===== src/rtl/algo_pque_req_arb_pkg.sv =====
// Shared sizing defaults and pop-tag types for the pque request arbiter.
// No logic; referenced by the arbiter top and the bench.
// Response latency (accept to rsp_vld) is POP_DELAY+2 cycles.
package algo_pque_req_arb_pkg;

    localparam int NUMREQ_DEF    = 4;
    localparam int BITREQ_DEF    = 2;
    localparam int BITQPRT_DEF   = 6;
    localparam int BITQPTR_DEF   = 13;
    localparam int BITQCNT_DEF   = BITQPTR_DEF + 1;
    localparam int POP_DELAY_DEF = 3;
    localparam int RSP_LATENCY   = POP_DELAY_DEF + 2;

    typedef logic [BITREQ_DEF-1:0] reqId_t;

    typedef struct packed {
        logic   vld;
        reqId_t reqId;
    } tag_t;

endpackage


===== src/rtl/algo_rr_arb.sv =====
// Round-robin arbiter: one-hot grant to the first request at or after the pointer.
// Grant is combinational; the pointer updates on the clock after a grant.
// No grant while en is low; the pointer then holds.
module algo_rr_arb #(
    parameter int NUMREQ = 4,
    parameter int BITREQ = 2
) (
    input  logic              clk,
    input  logic              rst,
    input  logic              en,
    input  logic [NUMREQ-1:0] req,
    output logic [NUMREQ-1:0] gnt,
    output logic              gntVld,
    output logic [BITREQ-1:0] gntIdx
);

    logic [BITREQ-1:0] rrPtr;
    logic [BITREQ-1:0] winIdx;
    logic [BITREQ-1:0] idx;
    logic              found;

    always_comb begin
        found  = 1'b0;
        winIdx = '0;
        idx    = '0;
        for (int i = 0; i < NUMREQ; i++) begin
            idx = BITREQ'((int'(rrPtr) + i) % NUMREQ);
            if (!found && req[idx]) begin
                found  = 1'b1;
                winIdx = idx;
            end
        end
    end

    assign gntVld = en & found;
    assign gntIdx = winIdx;

    always_comb begin
        gnt = '0;
        if (gntVld) begin
            gnt[winIdx] = 1'b1;
        end
    end

    always_ff @(posedge clk or negedge rst) begin
        if (!rst) begin
            rrPtr <= '0;
        end else if (gntVld) begin
            rrPtr <= (winIdx == BITREQ'(NUMREQ - 1)) ? '0 : winIdx + BITREQ'(1);
        end
    end

endmodule


===== src/rtl/algo_pque_req_arb.sv =====
// Shares the pque push/pop ports among NUMREQ requesters and routes pop responses back.
// Command one cycle after accept; response POP_DELAY+2 cycles after accept.
// Grants held off while ready is low; in-flight pops still drain and respond.
module algo_pque_req_arb
    import algo_pque_req_arb_pkg::*;
#(
    parameter int NUMREQ    = NUMREQ_DEF,
    parameter int BITREQ    = BITREQ_DEF,
    parameter int BITQPRT   = BITQPRT_DEF,
    parameter int BITQPTR   = BITQPTR_DEF,
    parameter int BITQCNT   = BITQCNT_DEF,
    parameter int POP_DELAY = POP_DELAY_DEF
) (
    input  logic                      clk,
    input  logic                      rst,
    input  logic                      ready,
    input  logic [NUMREQ-1:0]         rq_push,
    input  logic [NUMREQ*BITQPRT-1:0] rq_pu_prt,
    input  logic [NUMREQ*BITQPTR-1:0] rq_pu_ptr,
    output logic [NUMREQ-1:0]         rq_pu_gnt,
    input  logic [NUMREQ-1:0]         rq_pop,
    input  logic [NUMREQ-1:0]         rq_po_ndq,
    input  logic [NUMREQ*BITQPRT-1:0] rq_po_prt,
    output logic [NUMREQ-1:0]         rq_po_gnt,
    output logic                      push,
    output logic [BITQPRT-1:0]        pu_prt,
    output logic [BITQPTR-1:0]        pu_ptr,
    output logic                      pop,
    output logic                      po_ndq,
    output logic [BITQPRT-1:0]        po_prt,
    input  logic                      po_cvld,
    input  logic [BITQCNT-1:0]        po_cnt,
    input  logic                      po_pvld,
    input  logic [BITQPTR-1:0]        po_ptr,
    output logic [NUMREQ-1:0]         rsp_vld,
    output logic                      rsp_pvld,
    output logic [BITQCNT-1:0]        rsp_cnt,
    output logic [BITQPTR-1:0]        rsp_ptr,
    output logic                      err
);

    // Grants are also suppressed while reset is asserted.
    logic              arbEn;
    logic              puAcc;
    logic              poAcc;
    logic [BITREQ-1:0] puIdx;
    logic [BITREQ-1:0] poIdx;

    assign arbEn = ready & rst;

    algo_rr_arb #(
        .NUMREQ (NUMREQ),
        .BITREQ (BITREQ)
    ) u_pushArb (
        .clk    (clk),
        .rst    (rst),
        .en     (arbEn),
        .req    (rq_push),
        .gnt    (rq_pu_gnt),
        .gntVld (puAcc),
        .gntIdx (puIdx)
    );

    algo_rr_arb #(
        .NUMREQ (NUMREQ),
        .BITREQ (BITREQ)
    ) u_popArb (
        .clk    (clk),
        .rst    (rst),
        .en     (arbEn),
        .req    (rq_pop),
        .gnt    (rq_po_gnt),
        .gntVld (poAcc),
        .gntIdx (poIdx)
    );

    always_ff @(posedge clk or negedge rst) begin
        if (!rst) begin
            push   <= 1'b0;
            pu_prt <= '0;
            pu_ptr <= '0;
            pop    <= 1'b0;
            po_ndq <= 1'b0;
            po_prt <= '0;
        end else begin
            push <= puAcc;
            pop  <= poAcc;
            if (puAcc) begin
                pu_prt <= rq_pu_prt[puIdx*BITQPRT +: BITQPRT];
                pu_ptr <= rq_pu_ptr[puIdx*BITQPTR +: BITQPTR];
            end
            if (poAcc) begin
                po_ndq <= rq_po_ndq[poIdx];
                po_prt <= rq_po_prt[poIdx*BITQPRT +: BITQPRT];
            end
        end
    end

    // Tag stage k is visible k+1 cycles after accept, so the tail lines up with po_cvld.
    tag_t tagPipe [POP_DELAY+1];
    tag_t tail;

    assign tail = tagPipe[POP_DELAY];

    always_ff @(posedge clk or negedge rst) begin
        if (!rst) begin
            for (int k = 0; k <= POP_DELAY; k++) begin
                tagPipe[k] <= '0;
            end
        end else begin
            tagPipe[0] <= '{vld: poAcc, reqId: poIdx};
            for (int k = 1; k <= POP_DELAY; k++) begin
                tagPipe[k] <= tagPipe[k-1];
            end
        end
    end

    always_ff @(posedge clk or negedge rst) begin
        if (!rst) begin
            rsp_vld  <= '0;
            rsp_pvld <= 1'b0;
            rsp_cnt  <= '0;
            rsp_ptr  <= '0;
            err      <= 1'b0;
        end else begin
            err <= err | (tail.vld ^ po_cvld);
            if (tail.vld && po_cvld) begin
                rsp_vld  <= NUMREQ'(1) << tail.reqId;
                rsp_pvld <= po_pvld;
                rsp_cnt  <= po_cnt;
                rsp_ptr  <= po_ptr;
            end else begin
                rsp_vld <= '0;
            end
        end
    end

endmodule


===== config.mk =====
export PLATFORM = sky130hd
export DESIGN_NAME = algo_pque_req_arb
export DESIGN_NICKNAME = d
export VERILOG_FILES = /design/src/rtl/algo_pque_req_arb_pkg.sv /design/src/rtl/algo_rr_arb.sv /design/src/rtl/algo_pque_req_arb.sv
export SDC_FILE = /design/constraint.sdc
export NUM_CORES = 1
export LEC_CHECK = 0
export CORE_MARGIN = 2
export CORE_UTILIZATION = 41
export DETAILED_ROUTE_END_ITERATION = 6
export GPL_TIMING_DRIVEN = 1
export PLACE_DENSITY = 0.87
export SLEW_MARGIN = 5
export SYNTH_ARGS = -nofsm -noshare
export SYNTH_HDL_FRONTEND = slang
export SYNTH_SLANG_ARGS = --single-unit

===== constraint.sdc =====
create_clock -name clk -period 2.85 [get_ports clk]
set_clock_uncertainty 0.1 [all_clocks]
set_input_delay 0.285 -clock clk [delete_from_list [all_inputs] [get_ports clk]]
set_output_delay 0.285 -clock clk [all_outputs]
set_load 0.01 [all_outputs]

## Word-level counts from Yosys, hierarchy flattened

Cells that the tools add are included.

- Flip-flop bits (word level): 76
- Output and inout bits: 69
- Word-level logic and storage cells: 112

- $add $sub $neg: 8
- Multiply operators: 3
- Magnitude comparators: 12
- Equality and inequality tests: 2
- Shift-type cells: 4
- Muxes and demuxes: 43
- Bitwise operators: 5
- Reduce and logical (&&, ||, !) cells: 15

Operators with widths:

| cell | count |
|---|---|
| $shiftx A52 B7 Y13 | 1 |
| $shiftx A24 B6 Y6 | 2 |
| $lt A2 B3 Y1 const B | 10 |
| $mux W2 | 10 |
| $mux W1 | 19 |
| $bmux W1 S2 | 9 |
| $mux W4 | 3 |
| $logic_and A1 B1 Y1 | 9 |
| $add A2 B1 Y2 const B | 4 |
| $add A2 B2 Y2 const B | 4 |
| $mul A2 B2 Y4 const B | 2 |
| $logic_not A1 Y1 | 6 |
| $mul A2 B4 Y6 const B | 1 |
| $demux W1 S2 | 2 |
| $eq A2 B2 Y1 const B | 2 |
| $ge A2 B1 Y1 const B | 2 |
| $shl A1 B2 Y4 const A | 1 |
| $and A1 B1 Y1 | 3 |
| $or A1 B1 Y1 | 1 |
| $xor A1 B1 Y1 | 1 |

## Longest topological paths before layout

- Word-level depth: 17
- Mapped depth: 7

## By module

From an unflattened synthesis, not the netlist that was laid out.

- Cell total of the unflattened synthesis: 293
- Area total of the unflattened synthesis: 3901.2 um2

Modules (own cells, without submodules):

| module | instances | cells each | area each (um2) | sequential area each (um2) |
|---|---|---|---|---|
| algo_pque_req_arb | 1 | 231 | 3328.2 | 1801.7 |
| algo_rr_arb (u_pushArb) | 1 | 32 | 290.3 | 50.0 |
| algo_rr_arb (u_popArb) | 1 | 30 | 282.8 | 50.0 |

## Worst setup path after synthesis

Ideal clock, no wire load.

- Path kind: reg-to-output
- Start: reg u_popArb.rrPtr[0]
- End: out rq_po_gnt[0]
- Arrival time: 1.632 ns
- Required time: 2.465 ns
- Setup slack: 0.833 ns
- Cell stages (with the launch flop): 8
- Path buffers: 2
- Cell sequence: dfrtp_1 -> nor2b_1 -> a21oi_1 -> o211ai_1 -> buf_2 -> buf_2 -> inv_1 -> nor3_1

- Word-level cells in the longest chain between the ends: 17
- Elaborated cells on any way between the ends: 32
- Those cells by class: add/sub (3); order compare (2); mux (19); bitwise (1); reduce/logical (7)

RTL lines:

| what | RTL line | text |
|---|---|---|
| start: declaration | algo_rr_arb.sv:17 | `logic [BITREQ-1:0] rrPtr;` |
| start signal: assignment | algo_rr_arb.sv:49 | `rrPtr <= (winIdx == BITREQ'(NUMREQ - 1)) ? '0 : winIdx + BITREQ'(1);` |
| branches (longest 11 deep; another with $add A2 B1 Y2) | n/a |  |
| $mux W2 (*) | algo_rr_arb.sv:28 | `if (!found && req[idx]) begin` |
| named net poIdx[0] | algo_pque_req_arb.sv:47 | `logic [BITREQ-1:0] poIdx;` |
| $lt A2 B3 Y1 (not written as such) or $ge A2 B1 Y1 (tied branches) | algo_rr_arb.sv:41 | `gnt[winIdx] = 1'b1;` |
| $logic_and A1 B1 Y1 (not written as such) | algo_rr_arb.sv:41 |  |
| $mux W1 (not written as such) | algo_rr_arb.sv:41 |  |
| $demux W1 S2 (*) | n/a |  |
| $mux W4 (*) | algo_rr_arb.sv:40 | `if (gntVld) begin` |
| end: declaration | algo_pque_req_arb.sv:24 | `output logic [NUMREQ-1:0] rq_po_gnt,` |

Mark *: on every way through the listed nets, which the timed path passes. The select of a mux whose other input is x is not followed.

## Final worst setup path

- Start: in rst
- End: out rq_po_gnt[1]

- Word-level cells in the longest chain between the ends: 3

RTL lines:

| what | RTL line | text |
|---|---|---|
| start: declaration | algo_pque_req_arb.sv:15 | `input logic rst,` |
| $and A1 B1 Y1 | algo_pque_req_arb.sv:49 | `assign arbEn = ready & rst;` |
| $and A1 B1 Y1 | algo_rr_arb.sv:35 | `assign gntVld = en & found;` |
| $mux W4 | algo_rr_arb.sv:40 |  |

No other way between the ends.

==> metrics.cfg <==
[status]
status = completed

[route]
via_count = 3424
wl_mm = 11.3
ant_nets = 0
drt_pass1_iterations = 4
drc = 0
avgRoutedWirePerCell_um = 17.7
drtIter0Drc = 98
via_per_inst = 5.37

[synthesis]
yosys.area.top_type = dfrtp_1
synth_flop_cell = dfrtp_1
yosysWarnings = 0
syn-num-nets = 458
yosysMostFrequentCell = dfrtp_1
seq_area_frac_synth = 0.518
synth_top_cells_by_count = dfrtp_1 (76), mux2i_1 (34), mux2_2 (28)
synth_cell_types = 38
synth_area_um2 = 3670
yosysTopAreaCellShare = 0.518
ys_async_sr_fraction = 1.00
synth-edff-count = 0
ys_ff_latch = 76
synthTopCellsByArea = dfrtp_1 (52%), mux2i_1 (9.3%), mux2_2 (8.6%)
synth_cells = 313
avgSynthCellArea_um2 = 11.7

[pwr]
seq_power_share = 0.389
p_sw_frac = 0.319
vdd_drop_max_mv = 0.414
p_clk_frac = 0.220
p_int_mw = 2.63
p_switching_mw = 1.23
leakage_nw = 2.51
power.density_nw_per_um2 = 629
power_frac_comb = 0.391

[placed_design]
globalplace.congestion = 0.766
dp_hpwl_mm = 8.52
io_buffers = 212

[floorplanning]
fp-row-count = 34
die_area_um2 = 9720
io_pins = 213
die_w_um = 98.6
initial_core_util = 0.421
coreArea_um2 = 8720
die_h_um = 98.6

[timing]
finalSetupViolations = 0
slew_headroom = 0.439
setup_tns_ps = 0
slew_viol_final = 0
rsz0062_at_grt = false
fmax_ghz = 0.383
worst_pin_slew_ps = 841
finalCriticalPeriod_ps = 2610
hold_violations = 0
fin_crit_sh = 0.916

[flow_run]
drv_cap = 0

[critical_path]
r2r_setup_slack_ps = 430
crit_path_start_kind = input pin
critPathRequiredTime_ps = 2470
end_kind = primary output
r2r-start = u_pushArb.rrPtr[1]$_DFFE_PN0P_
cp_max_fo = 26
crit_start = rst
path_class = in -> out
worstPathArrival_ps = 2230

[grt]
grt_antenna_before_repair = 0
grt_overflow = 0
grt_pass1_wl_mm = 17.8
grt_max_degree = 54
grt_pass1_vias = 3565
track_usage = 0.230

[cells_and_area]
post-route-util = 0.703
insertedDiodeCount = 0
layout.nets = 670
layout-drive-gt1-share = 0.128
fillCellCount = 659
syn2layout_area_growth_pct = 67.0

[clocking]
cts_root_buffer = clkbuf_8
htree_levels = 3
clock_path_buffers = 2
worstSkewPairLatency_ps = 340
cts_made_buffers = 9
clock-sinks = 76
clkTransAtPathRegs_ps = 90
cts_tree = yes

[worst_hold_path]
hold_path.class = reg -> reg
hp-start = tagPipe[7]$_DFF_PN0_

[kinds of logic (layout without fill, tap and decap cells)]
logic type               Yosys count  count (layout)  synth area share
adder cells (fa/ha/maj)            1               1           0.00341
buffers and inverters             32             249            0.0433
AO/OA/AOI/OAI                     62              62             0.131
multiplexers                      62              62             0.179
AND/OR/NAND/NOR                   78              78             0.121
XOR/XNOR                           2               2           0.00477
flip-flops                        76              76             0.518
[per-stage QoR]
stage,power (mW),cells,area (um^2),hold slack (ps),worst slack [ps]
after floorplan,2.19,313,3670,-111,833
after global placement,2.98,621,5900,136,203
after detailed placement,3.03,621,5900,134,129
after CTS,3.88,638,6120,241,117
after global routing,4.07,638,6130,244,35.9
final,3.86,638,6130,243,239
[final timing paths]
kind                            cells past startpoint                    end
worst max-delay path                                6           rq_po_gnt[1]
worst min-delay path                                0   tagPipe[4]$_DFF_PN0_
worst max register to register                      6  pu_ptr[3]$_DFFE_PN0P_
worst min register to register                      0   tagPipe[4]$_DFF_PN0_
max in group asynchronous                           3  po_prt[2]$_DFFE_PN0P_
min in group asynchronous                           2  pu_ptr[6]$_DFFE_PN0P_
[worst max-delay path: stages]
cell and delay [ps]:
dlygate4sd3_1 550, buf_6 270, o311ai_2 150, buf_4 210, nor3_1 160, clkdlybuf4s50_1 590
[cell usage in the layout (no fill, tap or decap), types with 2 or more instances in the layout]
| cell | Yosys | final |
|---|---|---|
| mux2_2 | 28 | 28 |
| and3_1 | 3 | 3 |
| inv_6 | 0 | 2 |
| nor3_1 | 7 | 7 |
| a21oi_1 | 6 | 5 |
| or2_2 | 2 | 2 |
| o221ai_1 | 7 | 7 |
| nor4b_1 | 19 | 19 |
| xnor2_1 | 2 | 2 |
| buf_4 | 1 | 14 |
| a211oi_1 | 19 | 19 |
| clkbuf_8 | 0 | 9 |
| o21ai_0 | 4 | 4 |
| mux2i_1 | 34 | 34 |
| nor2_1 | 24 | 24 |
| nand2_1 | 13 | 13 |
| a2111oi_0 | 19 | 19 |
| nor2b_1 | 3 | 3 |
| clkdlybuf4s50_1 | 0 | 210 |
| clkinvlp_4 | 0 | 2 |
| inv_1 | 5 | 5 |
| dfrtp_1 | 76 | 75 |
[what timing repair did]
action                                  in CTS  in global routing
hold buffers                                 1                  0
setup buffers                                0                  0
hold endpoints to repair                    23                  0
endpoints found under the setup margin       0                  3
resized for setup                            0                  3
[sequential cells by signal, indices dropped and copies added (netlist names), 4 cells and up]
name,count
po_prt,6
pu_prt,6
pu_ptr,13
rsp_cnt,14
rsp_ptr,13
rsp_vld,4
tagPipe,12
[power by group through the flow]
stage,Clock (mW),Combinational [mW],Sequential (mW)
5_1_grt,0.919,1.63,1.53
6_report,0.850,1.51,1.50
3_3_place_gp,0,1.48,1.50
2_1_floorplan,0,0.594,1.59
4_1_cts,0.867,1.52,1.50
3_5_place_dp,0,1.52,1.52
[area by class of cell]
class | instances | area, um^2 | share of cell area
Timing Repair Buffer | 227 | 2240 | 0.366
Sequential cell | 76 | 1900 | 0.311
Multi-Input combinational cell | 205 | 1620 | 0.264
Tap cell | 108 | 135 | 0.0220
Clock buffer | 9 | 124 | 0.0202
Clock inverter | 7 | 82.6 | 0.0135
Inverter | 6 | 22.5 | 0.00367
[routing by layer]
metal | GRT usage | routed length [um]
met5 | 0 | 0
met4 | 0.0622 | 142
met3 | 0.0603 | 890
met2 | 0.400 | 5630
met1 | 0.283 | 4600
(Power assumes the default switching activity.)
